===== src/rtl/iter_shift_unit.sv =====
// Iterative shifter/rotator: moves up to STEP bit positions per clock, with valid/ready on both sides.
// Results are registered on entry to DONE, so data_out/carry_out/err stay put outside DONE.
module iter_shift_unit #(
  parameter int WIDTH = 8,
  parameter int STEP  = 1,
  localparam int SHW  = $clog2(WIDTH)
) (
  input  logic             clk,
  input  logic             rst,
  input  logic             in_valid,
  output logic             in_ready,
  input  logic [WIDTH-1:0] data_in,
  input  logic [SHW-1:0]   shift,
  input  logic [2:0]       mode,
  output logic             out_valid,
  input  logic             out_ready,
  output logic [WIDTH-1:0] data_out,
  output logic             carry_out,
  output logic             err
);

  typedef enum logic [1:0] {S_IDLE, S_SHIFT, S_DONE} state_t;

  localparam logic [2:0] M_SLL = 3'd0;
  localparam logic [2:0] M_SRL = 3'd1;
  localparam logic [2:0] M_SRA = 3'd2;
  localparam logic [2:0] M_ROL = 3'd3;
  localparam logic [2:0] M_ROR = 3'd4;
  localparam logic [SHW-1:0] STEP_C = SHW'(STEP);

  state_t           state_q, state_d;
  logic [WIDTH-1:0] work_q, work_d;
  logic [2:0]       mode_q, mode_d;
  logic [SHW-1:0]   rem_q, rem_d;
  logic             sign_q, sign_d;
  logic             carry_q, carry_d;
  logic [WIDTH-1:0] res_q, res_d;
  logic             cout_q, cout_d;
  logic             err_q, err_d;

  logic [SHW-1:0]   sh_sat;
  logic [SHW-1:0]   step_n;
  logic [WIDTH-1:0] step_w;
  logic             step_c;
  logic             reserved_in;

  // Amounts >= WIDTH are only expressible when WIDTH is not a power of two.
  if ((1 << SHW) == WIDTH) begin : g_sat_none
    assign sh_sat = shift;
  end else begin : g_sat_clip
    assign sh_sat = (shift > SHW'(WIDTH - 1)) ? SHW'(WIDTH - 1) : shift;
  end

  assign reserved_in = (mode >= 3'd5);
  assign step_n      = (rem_q > STEP_C) ? STEP_C : rem_q;

  // One clock's worth of work: step_n single-bit moves, carry follows the last bit out.
  always_comb begin
    step_w = work_q;
    step_c = carry_q;
    for (int i = 0; i < STEP; i++) begin
      if (SHW'(i) < step_n) begin
        case (mode_q)
          M_SLL: begin
            step_c = step_w[WIDTH-1];
            step_w = {step_w[WIDTH-2:0], 1'b0};
          end
          M_SRL: begin
            step_c = step_w[0];
            step_w = {1'b0, step_w[WIDTH-1:1]};
          end
          M_SRA: begin
            step_c = step_w[0];
            step_w = {sign_q, step_w[WIDTH-1:1]};
          end
          M_ROL: begin
            step_c = step_w[WIDTH-1];
            step_w = {step_w[WIDTH-2:0], step_w[WIDTH-1]};
          end
          M_ROR: begin
            step_c = step_w[0];
            step_w = {step_w[0], step_w[WIDTH-1:1]};
          end
          default: begin
            step_c = carry_q;
            step_w = work_q;
          end
        endcase
      end
    end
  end

  always_comb begin
    state_d = state_q;
    work_d  = work_q;
    mode_d  = mode_q;
    rem_d   = rem_q;
    sign_d  = sign_q;
    carry_d = carry_q;
    res_d   = res_q;
    cout_d  = cout_q;
    err_d   = err_q;
    case (state_q)
      S_IDLE: begin
        if (in_valid && in_ready) begin
          work_d  = data_in;
          mode_d  = mode;
          rem_d   = reserved_in ? '0 : sh_sat;
          sign_d  = data_in[WIDTH-1];
          carry_d = 1'b0;
          // Zero-count and reserved requests still take one SHIFT pass so they surface one edge later.
          state_d = S_SHIFT;
        end
      end
      S_SHIFT: begin
        work_d  = step_w;
        carry_d = step_c;
        rem_d   = rem_q - step_n;
        if (rem_q == step_n) begin
          state_d = S_DONE;
          res_d   = step_w;
          cout_d  = step_c;
          err_d   = (mode_q >= 3'd5);
        end
      end
      S_DONE: begin
        if (out_ready) state_d = S_IDLE;
      end
      default: state_d = S_IDLE;
    endcase
  end

  always_ff @(posedge clk) begin
    if (rst) begin
      state_q <= S_IDLE;
      work_q  <= '0;
      mode_q  <= '0;
      rem_q   <= '0;
      sign_q  <= 1'b0;
      carry_q <= 1'b0;
      res_q   <= '0;
      cout_q  <= 1'b0;
      err_q   <= 1'b0;
    end else begin
      state_q <= state_d;
      work_q  <= work_d;
      mode_q  <= mode_d;
      rem_q   <= rem_d;
      sign_q  <= sign_d;
      carry_q <= carry_d;
      res_q   <= res_d;
      cout_q  <= cout_d;
      err_q   <= err_d;
    end
  end

  assign in_ready  = (state_q == S_IDLE) && !rst;
  assign out_valid = (state_q == S_DONE);
  assign data_out  = res_q;
  assign carry_out = cout_q;
  assign err       = err_q;

endmodule


===== config.mk =====
export PLATFORM = sky130hd
export DESIGN_NAME = iter_shift_unit
export DESIGN_NICKNAME = d
export VERILOG_FILES = /design/src/rtl/iter_shift_unit.sv
export SDC_FILE = /design/constraint.sdc
export NUM_CORES = 1
export LEC_CHECK = 0
export CAP_MARGIN = 10
export CORE_UTILIZATION = 52
export CTS_CLUSTER_DIAMETER = 50
export DETAILED_ROUTE_END_ITERATION = 10
export HOLD_SLACK_MARGIN = 0.1
export PLACE_DENSITY = 0.8
export REMOVE_ABC_BUFFERS = 1
export SLEW_MARGIN = 20
export SYNTH_ARGS = -nofsm -noshare
export SYNTH_HDL_FRONTEND = slang
export SYNTH_SLANG_ARGS = --single-unit

===== constraint.sdc =====
create_clock -name clk -period 2 [get_ports clk]
set_input_delay 0.4 -clock clk [delete_from_list [all_inputs] [get_ports clk]]
set_output_delay 0.4 -clock clk [all_outputs]
set_load 0.01 [all_outputs]

==> impl_summary.txt, run 1 <==
----------------------------------------------------
[Synth]
  Synthesized area divided by synthesized cell count ... 8.49 µm²
  Sequential area share after synthesis ... 0.335
  Cell area after synthesis ... 1670 µm²
  Post-synth EDFFs ... 0
  Primary FF master, synth ... dfxtp_1
  Async S/R FF share, synth ... 0
  Flip-flop and latch count after synthesis ... 28
  Mapped Cells ... 197
  Number of warnings printed during yosys synthesis ... 0
  Number of distinct library cells after synthesis ... 52

[Layout]
  Area growth, synth to finish ... 26.5%
  Fin nets ... 251
  Final core area utilization ... 0.693
  Antenna fix cells ... 0
  Layout cell share with drive strength beyond 1 ... 0.143
  Post-Layout Cell Count ... 275

[GRT]
  Total gr overflow ... 0
  Global-route wire length before repair ... 7000 µm
  Number of antenna violations at the first check in global routing ... 0
  Total GRT Usage ... 0.261
  Pin count of the biggest net entering global routing ... 17
  Number of global-route vias before repair ... 1,562

[Place]
  Number of instances in the placed design ... 271
  Estimated wirelength of the detail-placed design ... 3230 µm
  Dpl ws ... -0.170 ns
  Count of port buffers added during placement ... 29
  Final weighted congestion of routability-driven global placement ... 0.877

[Power]
  Worst supply voltage drop on vdd ... 0.000418 V
  Total power per unit cell area ... 738 nW/µm²
  Cell leakage power ... 0.718 nW
  Tot Pwr ... 1.56 mW

[Worst hold path]
  Launch point of the worst hold path ... err
  Hold worst-path end ... err
  Type of the worst min-delay path ... register to register
  Hold Crit Depth ... 2

[Setup path]
  Cells on worst reg2reg path ... 4
  Worst setup slack for register-to-register paths ... 0.25 ns
  CP max FO ... 5
  Data arrival time of the critical path ... 1.50 ns
  Startpoint type of the worst setup path ... register
  Worst reg2reg startpoint ... mode_q[1]
  Setup crit end kind ... output port
  Crit Path Class ... register to output port
  Required @ worst endpoint ... 1.60 ns
  End of the worst register-to-register path ... work_q[1]

[CTS]
  Clock tree from TritonCTS ... built
  Total number of H-tree levels ... 1
  Root cell of the clock tree ... clkbuf_4
  Clock-pin slew on the worst setup and hold paths ... 0.16 ns
  Clock sink total ... 28
  TritonCTS buffer count ... 3
  Worst-case clock buffer depth ... 2
  Worst skew pair latency ... 0.35 ns

[STA]
  Final setup margin ... 0.0990 ns
  Clock Skew ... 0.0148 ns
  Slew at the pin closest to its max-slew limit ... 0.496 ns
  Final Hold Violating Endpoints ... 0
  Post-route minimum period ... 1.90 ns
  Ratio of final minimum period to clock period ... 0.951
  Max-Slew Margin vs Limit ... 0.669
  Number of max-slew violations in the final report ... 0
  Number of setup violations in the final report ... 0
  RSZ-0062 raised after global routing ... false
  F_max ... 526 MHz

[Floorplanning]
  Die height ... 58.7 µm
  Floorplan die area ... 3450 µm²
  Initial standard-cell utilization of the core ... 0.548
  Die Span X ... 58.7 µm
  Top Ports ... 30
  Placeable core region ... 3050 µm²
  Count of standard-cell rows ... 20

[Detailed routing]
  DR iter-0 viols ... 58
  Sum of routed wire length over all layers ... 4270 µm
  Overall via count from detail_route ... 1,667
  Antenna Violating Nets Remaining ... 0
  DR vias/cell ... 6.06
  Total DRC errors in the routed layout ... 0
  Post-DR wirelength/cell ... 15.5 µm
  First-pass iteration count of the detailed router ... 4

[Flow run]
  Max-capacitance violation count ... 0

[Status]
  Run status ... complete, no violations

----------------------------------------------------
==> routing by layer <==
| metal | up-vias | global-route usage | wire (µm) |
|---|---|---|---|
| li1 | 811 | - | - |
| met5 | - | 0 | 0 |
| met2 | 63 | 0.443 | 2060 |
| met4 | 0 | 0.119 | 121 |
| met1 | 780 | 0.325 | 1850 |
| met3 | 13 | 0.0396 | 237 |
==> state kept, by name, indices dropped and copies added (netlist names) <==
register   flops
carry_q        1
carry_out      1
data_out       8
state_q        2
err            1
mode_q         3
work_q         8
rem_q          3
sign_q         1
==> cells in the mapped netlist (3+ instances only) <==
master | number | share of area
nand2_1 | 18 | 0.040
mux2i_1 | 5 | 0.030
a211oi_1 | 5 | 0.022
a22oi_1 | 5 | 0.022
clkbuf_1 | 4 | 0.0090
a21oi_1 | 12 | 0.036
o22ai_1 | 4 | 0.015
o21ai_0 | 12 | 0.036
dfxtp_1 | 28 | 0.34
nand2b_1 | 10 | 0.037
o211ai_1 | 7 | 0.031
or4b_1 | 4 | 0.024
mux2_2 | 4 | 0.027
nor2_1 | 17 | 0.038
o311ai_0 | 4 | 0.021
a31oi_1 | 5 | 0.019
buf_2 | 5 | 0.015
nand3_1 | 3 | 0.0090
==> worst max-delay path by stage <==
stage | cells past startpoint | to | startpoint
floorplan | 4 | rem_q[0] | state_q[1]
global placement | 3 | in_ready | rst
detailed placement | 3 | in_ready | rst
CTS | 2 | out_valid | state_q[1]
global route | 2 | in_ready | state_q[0]
finish | 2 | in_ready | state_q[0]
==> area by class of cell <==
type                    count  area, µm²
repair buffers             44        402
clock buffers               3       22.5
multi-input cells         153       1040
well taps                  44       55.1
flip-flops and latches     28        562
inverters                   2       7.51
clock inverters             1       30.0
fillers                   256        937
==> critical path, cell delays in order, from the launching register on <==
cell             delay [ns]
dfxtp_1                0.40
nor3_2                 0.20
clkdlybuf4s50_1        0.57
==> stage by stage <==
stage          hold slack, ns  area [µm²]  TNS [ns]
6_report                0.473        2120         0
5_1_grt                 0.503        2120         0
4_1_cts                 0.481        2110         0
3_5_place_dp            0.459        2060    -0.972
3_3_place_gp            0.449        2060    -0.356
2_1_floorplan           0.430        1600         0
==> power by group <==
part           internal, mW  leakage (nW)  switching [mW]  total [mW]
sequential            0.611         0.229          0.0690       0.680
combinational         0.239         0.461           0.262       0.501
clock                 0.203        0.0279           0.178       0.381
==> cells by family after synthesis <==
group | after synthesis | synth area share
xor+xnor | 2 | 0.0150
mux | 10 | 0.0636
buf+inv | 16 | 0.0479
fa+ha+maj | 1 | 0.00748
flops | 28 | 0.335
compound gates | 66 | 0.275
simple gates | 74 | 0.257
==> what timing repair did <==
| item | in CTS | in global routing |
|---|---|---|
| buffers inserted | 0 | 0 |
| resized for setup | 2 | 1 |
| cloned | 0 | 0 |
| setup endpoints to repair | 1 | 2 |
| hold buffers | 0 | 0 |
==> cell usage in the layout (no fill, tap or decap), types with 4 or more instances in the layout <==
cell / synthesis / final
dfxtp_1: 28 / 27
buf_4: 1 / 15
a22oi_1: 5 / 5
a21oi_1: 12 / 12
mux2_2: 4 / 4
mux2i_1: 5 / 5
a31oi_1: 5 / 5
nand2b_1: 10 / 10
a211oi_1: 5 / 5
or4b_1: 4 / 4
o21ai_0: 12 / 12
nand2_1: 18 / 18
nor2_1: 17 / 17
o22ai_1: 4 / 4
clkdlybuf4s50_1: 0 / 28
o211ai_1: 7 / 7
o311ai_0: 4 / 4
Note: power is estimated with default switching activity, not from simulation.
==> run 2: changes to the inputs <==
- ABC_CLOCK_PERIOD_IN_PS: not set -> 2000
- GPL_TIMING_DRIVEN: not set -> 0
==> run 2 against run 1 <==
Cell area is 6.2% lower. Clock skew fell by 0.0046 ns. Cell count fell by 5.5%. Routed wire length up 1.0%. Non-clock buffer count down 14. Critical path depth is 1 higher. Register-to-register slack got worse by 0.13 ns. Sequential share of layout area is 1.9 points higher. Largest cell class unchanged. Combinational power is 10% lower.
==> impl_summary.txt, run 2 (synthesis results as in run 1) <==
----------------------------------------------------
[Status]
  Run status ... complete, no violations (unchanged)

[Layout]
  FF/Latch Area ... 564 µm² (was 562 µm²)
  Layout cell share with drive strength beyond 1 ... 0.106 (was 0.143)
  Leading cell types in the layout, fill and taps excluded ... clkdlybuf4s50_1 (28), dfxtp_1 (25), nand2_1 (18) (was clkdlybuf4s50_1 (28), dfxtp_1 (27), nand2_1 (18))
  Antenna fix cells ... 0 (unchanged)
  Final core area utilization ... 0.650 (was 0.693)
  Fin nets ... 237 (was 251)
  Number of inserted filler cells in the final layout ... 286 (was 256)
  Commonest non-fill, non-tap cell in the layout ... clkdlybuf4s50_1 (unchanged)
  Finished Cell Area ... 1980 µm² (was 2120 µm²)
  Area growth, synth to finish ... 18.6% (was 26.5%)
  Area used by multi-input combinational logic ... 1040 µm² (about the same)

[Detailed routing]
  Overall via count from detail_route ... 1,615 (was 1,667)
  Antenna Violating Nets Remaining ... 0 (unchanged)
  Sum of routed wire length over all layers ... 4320 µm (was 4270 µm)
  DR vias/cell ... 6.21 (was 6.06)
  DR iter-0 viols ... 87 (was 58)
  Post-DR wirelength/cell ... 16.6 µm (was 15.5 µm)
  First-pass iteration count of the detailed router ... 4 (unchanged)
  Total DRC errors in the routed layout ... 0 (unchanged)

[Setup path]
  Crit Path Class ... primary input to output port (was register to output port)
  Cells traversed along the worst timing path ... buf_2 > nor3_2 > clkdlybuf4s50_1 (was nor3_2 > clkdlybuf4s50_1)
  Setup crit end kind ... output port (unchanged)
  Data arrival time of the critical path ... 1.51 ns (was 1.50 ns)
  Cell with the biggest individual delay on the critical path ... clkdlybuf4s50_1 (unchanged)
  Required @ worst endpoint ... 1.60 ns (about the same)
  Worst setup slack for register-to-register paths ... 0.12 ns (was 0.25 ns)
  Crit path launch ... rst (was state_q[0])
  Startpoint type of the worst setup path ... primary input (was register)
  Worst path top cell family by delay ... buffers and inverters (unchanged)
  CP max FO ... 32 (was 5)
  Worst reg2reg startpoint ... mode_q[1] (unchanged)
  Buffers & Inverters on Critical Path ... 2 (was 1)
  CP peak stage delay ... 0.57 ns (about the same)

[Floorplanning]
  Die Span X ... 58.7 µm (unchanged)
  Floorplan die area ... 3450 µm² (unchanged)
  Count of standard-cell rows ... 20 (unchanged)
  Placeable core region ... 3050 µm² (unchanged)
  Top Ports ... 30 (unchanged)
  Die height ... 58.7 µm (unchanged)
  Initial standard-cell utilization of the core ... 0.548 (unchanged)

[Place]
  Final weighted congestion of routability-driven global placement ... 0.913 (was 0.877)
  Instance area at placement ... 1950 µm² (was 2060 µm²)
  Dpl ws ... -1.53 ns (was -0.170 ns)
  Estimated wirelength of the detail-placed design ... 2980 µm (was 3230 µm)
  Count of port buffers added during placement ... 29 (unchanged)

[STA]
  F_max ... 524 MHz (was 526 MHz)
  RSZ-0062 raised after global routing ... false (unchanged)
  Number of setup violations in the final report ... 0 (unchanged)
  Final Hold Violating Endpoints ... 0 (unchanged)
  Slew at the pin closest to its max-slew limit ... 0.773 ns (was 0.496 ns)
  Post-route minimum period ... 1.91 ns (was 1.90 ns)
  Clock Skew ... 0.0103 ns (was 0.0148 ns)
  Sum of negative setup slack ... 0 ns (unchanged)
  Max-Slew Margin vs Limit ... 0.484 (was 0.669)
  Final setup margin ... 0.0903 ns (was 0.0990 ns)
  Number of max-slew violations in the final report ... 0 (unchanged)
  Ratio of final minimum period to clock period ... 0.955 (was 0.951)

[GRT]
  Total GRT Usage ... 0.277 (was 0.261)
  Pin count of the biggest net entering global routing ... 33 (was 17)
  Number of global-route vias before repair ... 1,551 (was 1,562)
  Number of antenna violations at the first check in global routing ... 0 (unchanged)
  Total gr overflow ... 0 (unchanged)
  Global-route wire length before repair ... 7250 µm (was 7000 µm)

[CTS]
  Clock tree from TritonCTS ... built (unchanged)
  Root cell of the clock tree ... clkbuf_4 (unchanged)
  Worst skew pair latency ... 0.32 ns (was 0.35 ns)
  Total number of H-tree levels ... 1 (unchanged)
  Clock sink total ... 28 (unchanged)
  Worst-case clock buffer depth ... 2 (unchanged)
  TritonCTS buffer count ... 3 (unchanged)
  Count of hold buffers inserted by post-cts repair ... 0 (unchanged)
  Clock-pin slew on the worst setup and hold paths ... 0.14 ns (was 0.16 ns)

[Power]
  Total power per unit cell area ... 696 nW/µm² (was 738 nW/µm²)
  Tot Pwr ... 1.38 mW (was 1.56 mW)
  Worst supply voltage drop on vdd ... 0.000339 V (was 0.000418 V)
  Cell leakage power ... 0.634 nW (was 0.718 nW)

[Worst hold path]
  Launch point of the worst hold path ... err (unchanged)
  Type of the worst min-delay path ... register to register (unchanged)

[Flow run]
  Max-capacitance violation count ... 0 (unchanged)

----------------------------------------------------
-- run 2: cell types whose count changed in the layout (fill, tap and decap cells not counted), sizes merged --
| cell | change |
|---|---|
| buf | -13 |
| bufinv | -1 |
| dlygate4sd2 | -1 |
-- run 2: routing by layer --
metal	routed length (µm)	track usage
met2	2140	0.469
met1	1830	0.357
met4	80	0.116
met3	267	0.0308
met5	0	0
-- run 2: final cells by class --
cell class,instances,area share
clock buffer,3,0.0113
inverter,2,0.00378
multi-input combinational,153,0.525
sequential,28,0.284
tap,44,0.0277
timing repair buffer,30,0.148
-- run 2: worst paths after layout --
| path | depth (start not counted) | endpoint |
|---|---|---|
| worst max-delay path | 3 | in_ready |
| worst min-delay path | 2 | err |
| worst max register to register | 4 | work_q[1] |
| worst min register to register | 2 | err |
-- run 2: repair_timing --
| item | in CTS | in global routing |
|---|---|---|
| resized for setup | 6 | 6 |
| hold endpoints to repair | 0 | 0 |
| setup buffers | 1 | 0 |
| pin swaps | 1 | 0 |
| setup endpoints to repair | 21 | 10 |
-- run 2: power by group --
group          switching, mW  leakage, nW  total [mW]  internal (mW)
clock network          0.162       0.0138       0.232         0.0705
logic                  0.242        0.391       0.450          0.207
registers             0.0866        0.230       0.699          0.612
-- run 2: through the flow --
step                      std cells  hold slack [ns]
after detailed placement        256            0.446
final                           260            0.465
after CTS                       260            0.466
after floorplan                 183            0.430
after global routing            260            0.488
after global placement          256            0.448
-- run 2: tightest hold or removal path, stage by stage, from the launching register on --
cell	delay, ns
dfxtp_1	0.34
nand2_1	0.05
a21oi_1	0.05
==> run 3: changes to the inputs <==
- ABC_AREA: not set -> 0
- CAP_MARGIN: 10 -> 20
==> results of run 3 <==
Final layout, timing and power as in run 2 (identical DEF).
